===== src/rtl/fifo_uart_tx.sv =====
// fifo_uart_tx: drains fifo_mem one byte at a time and serialises it as a
// UART frame (start, 8 data LSB first, optional parity, STOP_BITS stop).
// Ports: clk, rst_n (sync, active-low), tx_en, fifo_empty, fifo_data[7:0]
//   in; fifo_rd (pop strobe), tx (serial line), busy, tx_done out.
// Build option: define FIFO_UART_TX_PARITY_EN to insert a parity bit.
module fifo_uart_tx #(
  parameter int CLKS_PER_BIT = 868,
  parameter int STOP_BITS    = 1,
  parameter int PARITY_ODD   = 0
) (
  input  logic       clk,
  input  logic       rst_n,
  input  logic       tx_en,
  input  logic       fifo_empty,
  input  logic [7:0] fifo_data,
  output logic       fifo_rd,
  output logic       tx,
  output logic       busy,
  output logic       tx_done
);

  localparam int CW = (CLKS_PER_BIT > 1) ? $clog2(CLKS_PER_BIT) : 1;
  localparam logic [CW-1:0] CNT_LAST = CW'(CLKS_PER_BIT - 1);
  localparam logic [2:0] STOP_LAST = 3'(STOP_BITS - 1);

  typedef enum logic [2:0] {
    IDLE, FETCH, LOAD, START, DATA, PARITY, STOP
  } state_t;

  state_t        state, state_nxt;
  logic [CW-1:0] cnt, cnt_nxt;
  logic [2:0]    idx, idx_nxt;
  logic [7:0]    sh, sh_nxt;
  logic          tx_nxt, rd_nxt, busy_nxt, done_nxt;
  logic          bit_end;
  logic [CW-1:0] cnt_inc;

`ifdef FIFO_UART_TX_PARITY_EN
  logic par, par_nxt;
`endif

  assign bit_end = (cnt == CNT_LAST);
  assign cnt_inc = bit_end ? '0 : cnt + 1'b1;

  always_comb begin
    state_nxt = state;
    cnt_nxt   = cnt;
    idx_nxt   = idx;
    sh_nxt    = sh;
    tx_nxt    = tx;
    rd_nxt    = 1'b0;
    done_nxt  = 1'b0;
`ifdef FIFO_UART_TX_PARITY_EN
    par_nxt   = par;
`endif
    unique case (state)
      IDLE: begin
        tx_nxt  = 1'b1;
        cnt_nxt = '0;
        idx_nxt = '0;
        if (tx_en && !fifo_empty) begin
          state_nxt = FETCH;
          rd_nxt    = 1'b1;
        end
      end
      FETCH: state_nxt = LOAD;
      LOAD: begin
        // fifo_mem shows the popped byte one cycle after the strobe
        sh_nxt    = fifo_data;
`ifdef FIFO_UART_TX_PARITY_EN
        par_nxt   = (^fifo_data) ^ PARITY_ODD[0];
`endif
        tx_nxt    = 1'b0;
        cnt_nxt   = '0;
        state_nxt = START;
      end
      START: begin
        cnt_nxt = cnt_inc;
        if (bit_end) begin
          tx_nxt    = sh[0];
          idx_nxt   = '0;
          state_nxt = DATA;
        end
      end
      DATA: begin
        cnt_nxt = cnt_inc;
        if (bit_end) begin
          if (idx == 3'd7) begin
            idx_nxt   = '0;
`ifdef FIFO_UART_TX_PARITY_EN
            tx_nxt    = par;
            state_nxt = PARITY;
`else
            tx_nxt    = 1'b1;
            state_nxt = STOP;
`endif
          end else begin
            idx_nxt = idx + 3'd1;
            sh_nxt  = sh >> 1;
            tx_nxt  = sh[1];
          end
        end
      end
`ifdef FIFO_UART_TX_PARITY_EN
      PARITY: begin
        cnt_nxt = cnt_inc;
        if (bit_end) begin
          tx_nxt    = 1'b1;
          state_nxt = STOP;
        end
      end
`endif
      STOP: begin
        cnt_nxt = cnt_inc;
        if (bit_end) begin
          if (idx == STOP_LAST) begin
            idx_nxt   = '0;
            done_nxt  = 1'b1;
            state_nxt = IDLE;
          end else begin
            idx_nxt = idx + 3'd1;
          end
        end
      end
      default: state_nxt = IDLE;
    endcase
    busy_nxt = (state_nxt != IDLE);
  end

  always_ff @(posedge clk) begin
    if (!rst_n) begin
      state   <= IDLE;
      cnt     <= '0;
      idx     <= '0;
      sh      <= '0;
      tx      <= 1'b1;
      fifo_rd <= 1'b0;
      busy    <= 1'b0;
      tx_done <= 1'b0;
`ifdef FIFO_UART_TX_PARITY_EN
      par     <= 1'b0;
`endif
    end else begin
      state   <= state_nxt;
      cnt     <= cnt_nxt;
      idx     <= idx_nxt;
      sh      <= sh_nxt;
      tx      <= tx_nxt;
      fifo_rd <= rd_nxt;
      busy    <= busy_nxt;
      tx_done <= done_nxt;
`ifdef FIFO_UART_TX_PARITY_EN
      par     <= par_nxt;
`endif
    end
  end

endmodule


===== config.mk =====
export PLATFORM = sky130hd
export DESIGN_NAME = fifo_uart_tx
export DESIGN_NICKNAME = d
export VERILOG_FILES = /design/src/rtl/fifo_uart_tx.sv
export SDC_FILE = /design/constraint.sdc
export NUM_CORES = 1
export LEC_CHECK = 0
export CAP_MARGIN = 5
export CORE_ASPECT_RATIO = 1.4
export CORE_MARGIN = 2
export CORE_UTILIZATION = 45
export CTS_BUF_LIST = sky130_fd_sc_hd__clkbuf_8
export CTS_CLUSTER_DIAMETER = 30
export DETAILED_ROUTE_END_ITERATION = 8
export DONT_BUFFER_PORTS = 1
export GPL_ROUTABILITY_DRIVEN = 0
export GPL_TIMING_DRIVEN = 0
export PLACE_DENSITY = 0.66
export SYNTH_ARGS = -nofsm -noshare
export SYNTH_HDL_FRONTEND = slang
export SYNTH_SLANG_ARGS = --single-unit

===== constraint.sdc =====
create_clock -name clk -period 2.3 [get_ports clk]
set_input_delay 0.115 -clock clk [delete_from_list [all_inputs] [get_ports clk]]
set_output_delay 0.115 -clock clk [all_outputs]
set_load 0.03 [all_outputs]

# After elaboration in Yosys (flattened, before gate mapping)

Index checks and enable logic that the tools add are counted.

Output and inout bits: 4
Input bits: 12
Logic and storage cells: 61
Flip-flop bits (word level): 28

Mux-type cells: 24
Equal/unequal tests: 11
Reductions and logical operators: 16
Add/sub/neg operators: 2

Operators with widths:

| kind                    | count |
|---|---|
| $mux W3                 | 11 |
| $pmux W10 S2            | 1 |
| $pmux W3 S6             | 1 |
| $mux W8                 | 2 |
| $pmux W8 S2             | 1 |
| $pmux W3 S4             | 1 |
| $add A10 B1 Y10 const B | 1 |
| $eq A10 B10 Y1 const B  | 1 |
| $mux W10                | 1 |
| $eq A3 B3 Y1 const B    | 3 |
| $reduce_and A3 Y1       | 3 |
| $ne A2 B2 Y1 const B    | 4 |
| $reduce_bool A4 Y1      | 2 |
| $eq A3 B2 Y1 const B    | 2 |
| $logic_not A3 Y1        | 2 |
| $mux W1                 | 5 |
| $pmux W1 S4             | 1 |
| $reduce_and A4 Y1       | 1 |
| $reduce_bool A2 Y1      | 2 |
| $add A3 B1 Y3 const B   | 1 |
| $eq A3 B1 Y1 const B    | 1 |
| $reduce_bool A3 Y1      | 1 |
| $reduce_or A3 Y1        | 1 |
| $reduce_and A2 Y1       | 1 |
| 3 further kinds         | 3 |

# Depth between registers and ports, before layout

Gate-level depths: netlist of the first run.

Word-level depth: 5
Mapped depth: 6

# Worst setup path before layout of the first run

OpenSTA, ideal clock, no wires.

Kind: reg-to-reg
Start point: register cnt[0]
End point: register sh[0]
Arrival: 1.568 ns
Path buffers: 1
Stages on the path, launching flop included: 7
Library setup time: 0.119 ns
Slack: 0.613 ns
Cell sequence: dfxtp_1 > ha_1 > and4_1 > clkbuf_1 > a41oi_2 > nor2_2 > o221a_2

Word-level cells in the longest chain between the ends: 3

RTL lines:

| item                        | line | RTL |
|---|---|---|
| start, declared             | 31   | `logic [CW-1:0] cnt, cnt_nxt;` |
| start signal, assigned      | 145  | `cnt <= cnt_nxt;` |
| $eq A10 B10 Y1              | 42   | `assign bit_end = (cnt == CNT_LAST);` |
| $ne A2 B2 Y1 (no line)      | -    |  |
| $reduce_and A3 Y1 (no line) | -    |  |
| end signal, assigned        | 147  | `sh <= sh_nxt;` |
| end, declared               | 33   | `logic [7:0] sh, sh_nxt;` |

Every way passes these cells.
A chain may end at the register's enable or synchronous reset.

# Worst setup path in the final report of the first run

Start point: register cnt[0]
End point: register sh[4]

The elaborated chain is that of the path after synthesis.

==> impl_metrics.csv, run 1 <==
group,metric,value,unit
synth,ys_ff_latch,28,
setup_path,cp.arrival,2.23,ns
timing,skew,0.00187,ns
synth,synth_ff_type,"dfxtp_1",
power,ir_worst_vdd,0.000321,V
clocking,cts.clk_slew.worst_paths,0.09,ns
final_layout,post-route-util,50.1,%
placement,place_ws,0.372,ns
setup_path,cp-start-kind,"flop",
drt,drtIter0Drc,50,
setup_path,crit_required,2.52,ns
placement,portBuffers,0,
global_routing,grt_pass1_wl,6130,microns
drt,ant_nets,0,
die,die_x,54.1,microns
setup_path,critPathTopFamily,"compound AO/OA/AOI/OAI gates",
drt,wire_per_inst,15.9,microns
setup_path,cpMaxStageDelayCell,"dfxtp_1",
drt,wl_met2,1840,microns
timing,worst_slew_pin_slew,0.658,ns
global_routing,grt-ovfl-total,0,
global_routing,grt_start_max_net_pins,15,
clocking,ctsResizeCount,0,
setup_path,path_max_fanout,9,
timing,finalCritPeriodShare,87.6,%
global_routing,antenna_found_initial,0,
final_layout,drive_gt1_share,13.6,%
timing,setup_ws,0.286,ns
drt,wl_met1,1460,microns
setup_path,critical_path_class,"flop to flop",
synth,netlist_area,1580,sq um
synth,seq_area_frac_synth,35.4,%
run_status,status,"complete, no violations",
timing,tns,0,ns
setup_path,cpPeakStageDelay,0.37,ns
drt,via_per_inst,6.23,
setup_path,crit_buf_inv,1,
clocking,clockBufferDepth,2,
final_layout,multiInputGateArea,935,sq um
drt,wl,3560,microns
clocking,numCtsBuffers,3,
timing,max-slew-margin-rel,55.0,%
timing,clock.fmax,497,MHz
drt,drc,0,
clocking,ctsHoldBuffers,2,
synth,synth_cells,179,
power,leakage,0.636,nW
drt,drtPass1Iterations,4,
setup_path,r2r_slack,0.29,ns
clocking,cts.sinks,28,
power,netSwitchingFraction,26.2,%
placement,hpwl,2710,microns
job,cap_violations,0,
global_routing,grt_pass1_vias,1367,
drt,wl_met3,187,microns
clocking,clk_root_buffer_cell,"clkbuf_8",
drt,vias,1396,
final_layout,layout.nets,202,
setup_path,worst_setup_path_end_kind,"flop",
clocking,cts_tree,"yes",
synth,synth_warnings,0,
power,p_seq_share,57.8,%
power,powerDensity,541,nW/um^2
die,die_y,74.2,microns
setup_path,crit_chain,"ha_1 -> and4_1 -> clkbuf_1 -> a41oi_2 -> nor2_2 -> o221a_2",
hold_path,hold_path_class,"input pin to flop",
timing,hold_ws,0.0498,ns
power,p_sw,239,uW
synth,async_reset_ff_share,0,%
final_layout,layout_commonest_cell,"dfxtp_1",
final_layout,seq_area,561,sq um
synth,synthDistinctLibCells,53,
power,clkPwrFrac,28.2,%
die,pin_count,16,
die,rows,25,
die,dieArea,4010,sq um
synth,synth.avg_cell_area,8.84,sq um
timing,finalHoldViolCount,0,
synth,synth_nets,195,
clocking,cts-htree-levels,1,
final_layout,n_fill_cell,319,
final_layout,antennaDiodeCount,0,
power,p_comb_share,14.0,%
die,coreArea,3380,sq um
drt,top_layer_used,"met4",
timing,period_minus_slack,2.01,ns
clocking,clk_latency,0.26,ns
die,start_util,46.9,%
timing,finalMaxSlewViolations,0,
synth,synth-edff-count,0,
timing,rsz0062_at_grt,"false",
global_routing,grtUsageTotal,20.2,%
final_layout,syn_to_final_growth,7.04,%
final_layout,layout_common_cells,"28 x dfxtp_1, 18 x nand2_1, 11 x nor2_1",
clocking,postCtsSetupBuffers,0,
power,p_int,676,uW
timing,setup_viol,0,
[sequential cells by signal, summed over array words and instances, names as in the netlist]
signal	flops
idx	3
cnt	10
tx	1
tx_done	1
state	3
fifo_rd	1
sh	8
busy	1
[worst register-to-register path, cell delays in order (launching register included)]
cell	delay [ns]
dfxtp_1	0.37
ha_1	0.23
and4_1	0.21
clkbuf_1	0.24
a41oi_2	0.33
nor2_2	0.35
o221a_2	0.24
[power groups by stage]
stage,combinational [mW],sequential [mW],clock [mW]
5_1_grt,0.143,0.532,0.291
3_3_place_gp,0.121,0.540,0
3_5_place_dp,0.125,0.541,0
2_1_floorplan,0.0982,0.537,0
6_report,0.128,0.529,0.259
4_1_cts,0.128,0.529,0.271
[cell families (layout without fill, tap and decap cells)]
family                     Yosys count  after routing  synth area share (%)
xor gates and xnor gates             6              6                  3.32
AOI/OAI and AO/OA                   49             49                  25.0
buffers and inverters               17             22                  5.53
DFF                                 28             28                  35.4
muxes                                7              7                  4.43
adders and majority gates            4              4                  3.16
and+or+nand+nor                     68             68                  23.2
[synthesized netlist by cell type (2+ instances only)]
library cell  instances  area [sq um]
or3_1                 2          12.5
o31ai_1               2          15.0
a211o_1               3          26.3
nor3_1                3          15.0
nor2_1               11          41.3
a41oi_1               3          26.3
xnor2_1               4          35.0
nand2_1              18          67.6
mux2i_1               7          70.1
and3_1                3          18.8
xor2_1                2          17.5
nand2b_1              2          12.5
nor2b_1               3          18.8
nor3b_1               4          30.0
nand3_1               8          40.0
o211ai_1              2          15.0
ha_1                  4          50.1
a32oi_1               2          17.5
buf_2                 3          15.0
a211oi_1              2          15.0
inv_1                 7          26.3
o221a_2               7          78.8
a2111oi_0             2          17.5
o21ai_0               7          35.0
dfxtp_1              28           561
buf_4                 2          15.0
a21oi_1               8          40.0
nand3b_1              3          22.5
clkbuf_1              3          11.3
[through the flow]
step / total power [mW] / cells / instance area [sq um]
2_1_floorplan: 0.635 / 179 / 1580
4_1_cts: 0.929 / 224 / 1690
5_1_grt: 0.966 / 224 / 1690
3_3_place_gp: 0.661 / 219 / 1630
3_5_place_dp: 0.665 / 219 / 1630
6_report: 0.916 / 224 / 1690
[cell type report]
| class | count | share of cell area [%] |
|---|---|---|
| multi-input combinational | 134 | 55.2 |
| sequential | 28 | 33.1 |
| buffer | 10 | 3.62 |
| tap | 40 | 2.95 |
| clock buffer | 3 | 2.44 |
| inverter | 7 | 1.55 |
| timing repair buffer | 2 | 1.18 |
[worst paths after layout]
path | start | endpoint | depth (start not counted)
worst min register to register | sh[7] | sh[7] | 2
worst min-delay path | rst_n | state[0] | 2
worst max-delay path | cnt[0] | sh[4] | 6
worst max register to register | cnt[0] | sh[4] | 6
[layer usage]
layer | global-route usage, % | up-vias
li1 | - | 686
met1 | 24.3 | 660
met2 | 34.0 | 41
met3 | 2.41 | 9
met4 | 11.1 | 0
met5 | 0 | -
No activity file was read; power rests on OpenSTA's default activity.
==> run 2: changes to the inputs <==
REMOVE_ABC_BUFFERS = 1   (was default)
==> run 2 against run 1 <==
Hold slack worse by 0.026 ns; largest cell class unchanged; clock skew up 0.0025 ns; critical path type unchanged; fmax shrank 3.0%; critical endpoint is now idx[0].
==> impl_metrics.csv, run 2 (synthesis results as in run 1) <==
group,metric,value,unit
power,powerDensity,577,nW/um^2
drt,drtIter0Drc,54,
global_routing,grt_pass1_wl,5500,microns
timing,skew,0.00436,ns
final_layout,n_fill_cell,319,
setup_path,crit_required,2.48,ns
job,cap_violations,0,
final_layout,drive_gt1_share,13.1,%
timing,max-slew-margin-rel,49.7,%
timing,setup_ws,0.223,ns
setup_path,critical_path_class,"flop to flop",
final_layout,reg_top3,"cnt (10), sh (8)",
drt,via_per_inst,6.33,
power,p_seq_share,57.2,%
die,die_x,54.1,microns
power,p_sw,248,uW
clocking,numCtsBuffers,3,
clocking,clockBufferDepth,2,
run_status,status,"complete, no violations",
drt,drtPass1Iterations,4,
drt,wire_per_inst,16.3,microns
clocking,cts-htree-levels,1,
setup_path,path_max_fanout,16,
clocking,cts_tree,"yes",
timing,finalHoldViolCount,0,
power,leakage,0.605,nW
die,dieArea,4010,sq um
power,p_comb_share,10.2,%
setup_path,crit_chain,"nand2b_1 -> a2111oi_0 -> nor3_1 -> o21a_1",
die,pin_count,16,
setup_path,worst_setup_path_end_kind,"flop",
timing,period_minus_slack,2.08,ns
placement,place_ws,0.0137,ns
timing,clock.fmax,481,MHz
power,ir_worst_vdd,0.000292,V
clocking,clk_root_buffer_cell,"clkbuf_8",
setup_path,cpMaxStageDelayCell,"a2111oi_0",
clocking,clk_latency,0.28,ns
placement,hpwl,2490,microns
placement,portBuffers,0,
setup_path,crit_buf_inv,0,
global_routing,grt-ovfl-total,0,
setup_path,cp-start-kind,"flop",
timing,worst_slew_pin_slew,0.736,ns
final_layout,layout_common_cells,"26 x dfxtp_1, 18 x nand2_1, 11 x nor2_1",
clocking,postCtsSetupBuffers,0,
power,clkPwrFrac,32.6,%
power,p_int,705,uW
setup_path,cpPeakStageDelay,0.72,ns
global_routing,grt_start_max_net_pins,21,
drt,ant_nets,0,
global_routing,grtUsageTotal,18.2,%
timing,setup_viol,0,
setup_path,cp.arrival,2.26,ns
clocking,cts.sinks,28,
die,start_util,46.9,%
final_layout,regMostFlops,"cnt",
final_layout,syn_to_final_growth,4.35,%
final_layout,largest_reg_flops,10,
die,coreArea,3380,sq um
timing,tns,0,ns
global_routing,grt_pass1_vias,1247,
die,die_y,74.2,microns
timing,rsz0062_at_grt,"false",
setup_path,critPathTopFamily,"compound AO/OA/AOI/OAI gates",
final_layout,antennaDiodeCount,0,
die,rows,25,
drt,drc,0,
global_routing,antenna_found_initial,0,
timing,finalCritPeriodShare,90.3,%
final_layout,layout_commonest_cell,"dfxtp_1",
drt,wl,3510,microns
power,netSwitchingFraction,26.1,%
drt,vias,1361,
hold_path,hold_path_class,"input pin to flop",
final_layout,layout.nets,192,
final_layout,post-route-util,48.9,%
timing,finalMaxSlewViolations,0,
clocking,cts.clk_slew.worst_paths,0.09,ns
[run 2: cell count changes in the layout (fill, tap and decap cells not counted), moves of 2 or more]
cell,previous run,this run
buf_4,2,0
dfxtp_2,0,2
buf_2,3,0
clkbuf_1,3,0
dfxtp_1,28,26
[run 2: worst paths after layout]
check | to | slack [ns] | start | cells after the start
max reg2reg | idx[0] | 0.22 | state[2] | 4
max | idx[0] | 0.22 | state[2] | 4
min | state[1] | 0.02 | rst_n | 2
min reg2reg | sh[7] | 0.49 | sh[7] | 2
[run 2: layer usage]
| metal | share of wire (%) | routed length, microns | global-route usage [%] |
|---|---|---|---|
| met1 | 43 | 1500 | 20.2 |
| met3 | 3.8 | 132 | 2.41 |
| met4 | 1.4 | 50 | 5.83 |
| met2 | 52 | 1820 | 34.4 |
| met5 | 0 | 0 | 0 |
[run 2: final cells by class]
| class | count | area, sq um | share of cell area (%) |
|---|---|---|---|
| timing repair buffer | 2 | 20.0 | 1.21 |
| inverter | 7 | 26.3 | 1.59 |
| clock buffer | 4 | 55.1 | 3.33 |
| multi-input combinational | 134 | 937 | 56.7 |
| sequential | 28 | 563 | 34.1 |
| tap | 40 | 50.0 | 3.03 |
[run 2: worst register-to-register path: cells and delay by family (launching register included)]
| kind | cells | cell delay (ns) |
|---|---|---|
| AND/OR/NAND/NOR | 2 | 0.38 |
| flip-flops | 1 | 0.67 |
| AO/OA/AOI/OAI | 2 | 0.93 |
[run 2: power groups by stage]
stage | combinational, mW | sequential [mW] | clock [mW]
after floorplan | 0.0750 | 0.547 | 0
after global placement | 0.0881 | 0.555 | 0
after detailed placement | 0.0910 | 0.556 | 0
after CTS | 0.0974 | 0.544 | 0.316
after global routing | 0.107 | 0.549 | 0.332
final | 0.0974 | 0.545 | 0.310
[run 2: per-stage QoR]
| step | cell area [sq um] | std cells | total power, mW | hold WS, ns |
|---|---|---|---|---|
| global route | 1650 | 215 | 0.988 | 0.0263 |
| global placement | 1570 | 209 | 0.643 | 0.219 |
| CTS | 1650 | 215 | 0.957 | 0.0298 |
| detailed placement | 1570 | 209 | 0.647 | 0.218 |
| floorplan | 1520 | 169 | 0.622 | 0.206 |
| finish | 1650 | 215 | 0.953 | 0.0237 |
[run 2: timing repair]
item | CTS | global route
hold buffers | 2 | 0
endpoints found under the hold margin | 11 | 0
setup endpoints to repair | 1 | 5
gates resized for setup | 1 | 2
==> run 3: changes to the inputs <==
ABC_AREA = 1   (was default)
==> run 3 against run 2 <==
Core utilization rose by 2.7 points; critical path depth up 6; largest cell class unchanged; via count decreased by 1.2%; sequential share of layout area rose by 0.37 points; critical endpoint is now sh[5].
==> impl_metrics.csv, run 3 <==
group,metric,value,unit
timing,max-slew-margin-rel,65.1,%
die,rows,24,
die,start_util,47.9,%
setup_path,critical_path_class,"flop to flop",
final_layout,regMostFlops,"cnt",
hold_path,hold_path_class,"input pin to flop",
placement,place_ws,0.592,ns
timing,finalHoldViolCount,0,
timing,finalCritPeriodShare,73.9,%
timing,clock.fmax,588,MHz
synth,ys_ff_latch,28,
global_routing,antenna_found_initial,0,
synth,yosys.area_share.simple,39.5,%
setup_path,cpMostUsedCell,"nor2_1",
drt,wire_per_inst,10.9,microns
setup_path,crit_buf_inv,3,
drt,wl,2980,microns
clocking,cts_tree,"yes",
drt,via_per_inst,4.92,
synth,yosys.area_share.adder,3.31,%
power,ir_worst_vdd,0.000325,V
placement,portBuffers,0,
die,pin_count,16,
final_layout,syn_to_final_growth,7.71,%
clocking,clockBufferDepth,2,
clocking,ctsResizeCount,0,
synth,seq_area_frac_synth,37.1,%
synth,muxShareOfSynthArea,0,%
job,cap_violations,0,
setup_path,cpPeakStageDelay,0.39,ns
drt,drtIter0Drc,34,
hold_path,holdPathStages,2,
setup_path,path_max_fanout,12,
die,die_y,72.5,microns
timing,tns,0,ns
setup_path,critPathTopFamily,"simple AND/OR/NAND/NOR gates",
global_routing,grt_start_max_net_pins,16,
setup_path,cpMaxStageDelayCell,"dfxtp_1",
setup_path,crit_chain,"inv_2 -> nand2_2 -> nor2_2 -> nand2_1 -> o21ai_1 -> inv_1 -> nand2_4 -> inv_4 -> nor2_1 -> nor2_1",
synth,synth_compound_area_share,11.4,%
timing,rsz0062_at_grt,"false",
drt,drtPass1Iterations,4,
die,coreArea,3150,sq um
timing,setup_ws,0.600,ns
synth,synth.area.top_cells,"dfxtp_1 37%, nand2_1 16%, nor2_1 9.9%",
clocking,cts-htree-levels,1,
drt,drc,0,
clocking,clk_root_buffer_cell,"clkbuf_8",
synth,synth-edff-count,0,
final_layout,layout_common_cells,"64 x nand2_1, 40 x nor2_1, 28 x dfxtp_1",
synth,synth_xor_area_share,0,%
synth,synth_top_area_cell,"dfxtp_1",
global_routing,grt-ovfl-total,0,
timing,setup_viol,0,
die,die_x,53.0,microns
setup_path,reg2reg_depth,10,
hold_path,hold_path_startpoint,"rst_n",
synth,netlist_area,1510,sq um
clocking,ctsHoldBuffers,4,
power,leakage,0.760,nW
power,powerDensity,647,nW/um^2
global_routing,grt_pass1_vias,1259,
global_routing,grtUsageTotal,17.8,%
hold_path,min_to,"busy",
final_layout,layout.nets,251,
synth,synth_ff_type,"dfxtp_1",
timing,finalMaxSlewViolations,0,
clocking,postCtsSetupBuffers,0,
timing,skew,0.00466,ns
global_routing,grt_pass1_wl,5190,microns
run_status,status,"complete, no violations",
clocking,cts.clk_slew.worst_paths,0.10,ns
synth,yosysTopAreaCellShare,37.1,%
setup_path,r2r_slack,0.60,ns
clocking,numCtsBuffers,3,
setup_path,crit_required,2.48,ns
setup_path,worst_setup_path_end_kind,"flop",
timing,worst_slew_pin_slew,0.521,ns
synth,synth_warnings,0,
drt,vias,1344,
synth,yosysMostFrequentCell,"nand2_1",
final_layout,post-route-util,51.6,%
clocking,clk_latency,0.28,ns
timing,hold_ws,0.0126,ns
final_layout,layout_commonest_cell,"nand2_1",
setup_path,cp.arrival,1.87,ns
synth,async_reset_ff_share,0,%
setup_path,reg2reg_from,"state[0]",
drt,ant_nets,0,
synth,synth_top_family_by_area,"simple AND/OR/NAND/NOR gates",
synth,netlist_top_cells_count,"64 x nand2_1, 40 x nor2_1, 28 x dfxtp_1, 25 x inv_1, 15 x o21ai_0",
timing,period_minus_slack,1.70,ns
synth,synth.avg_cell_area,6.57,sq um
final_layout,reg_top3,"cnt (10), sh (8)",
setup_path,cp-start-kind,"flop",
clocking,cts.sinks,28,
final_layout,drive_gt1_share,8.97,%
placement,hpwl,2180,microns
setup_path,r2r-end,"sh[5]",
final_layout,largest_reg_flops,10,
synth,synthDistinctLibCells,26,
die,dieArea,3840,sq um
final_layout,antennaDiodeCount,0,
synth,synth_cells,230,
run 3: cell count changes after synthesis, sizes merged, moves of 4 or more:
cell and change:
mux2i -7, nor2 +31, a41oi -4, nand2 +52
xnor2 -4, inv +20, o221a -7, nor3b -4
nor3 +4, o21ai +13
run 3: stage by stage:
step / power, mW / area, sq um / instances
final: 1.05 / 1630 / 273
after global routing: 1.12 / 1630 / 273
after CTS: 1.06 / 1630 / 273
after detailed placement: 0.744 / 1530 / 265
after global placement: 0.741 / 1530 / 265
after floorplan: 0.712 / 1480 / 226
run 3: final cells by class:
class	count	area, sq um
Fill cell	328	1530
Multi-Input combinational cell	171	818
Sequential cell	28	561
Inverter	27	104
Clock buffer	4	55.1
Tap cell	39	48.8
Timing Repair Buffer	4	40.0
run 3: per-layer routing:
| layer | up-vias | part of all wire, % | GRT usage [%] |
|---|---|---|---|
| met1 | 597 | 43 | 18.2 |
| met4 | 0 | 1.8 | 7.69 |
| met2 | 12 | 53 | 35.1 |
| met5 | - | 0 | 0 |
| met3 | 5 | 2.0 | 1.23 |
| li1 | 730 | - | - |
run 3: cells by family after synthesis:
group                    Yosys count
AO/OA/AOI/OAI                     32
flip-flops                        28
buffers and inverters             31
adder cells (fa/ha/maj)            4
AND/OR/NAND/NOR                  135
run 3: worst max path at each step:
stage	to	cells after the start	slack, ns	from
finish	sh[5]	10	0.60	state[0]
global route	sh[5]	10	0.38	state[0]
CTS	sh[6]	10	0.58	state[0]
detailed placement	sh[6]	10	0.59	state[0]
global placement	sh[6]	10	0.59	state[0]
floorplan	sh[1]	10	0.89	state[0]
run 3: where the power goes:
part           switching (mW)  internal (mW)  total (mW)  leakage [nW]
Clock                   0.159          0.154       0.313        0.0288
Combinational           0.111         0.0640       0.175         0.504
Sequential             0.0425          0.522       0.565         0.228
Total                   0.313          0.740        1.05         0.760
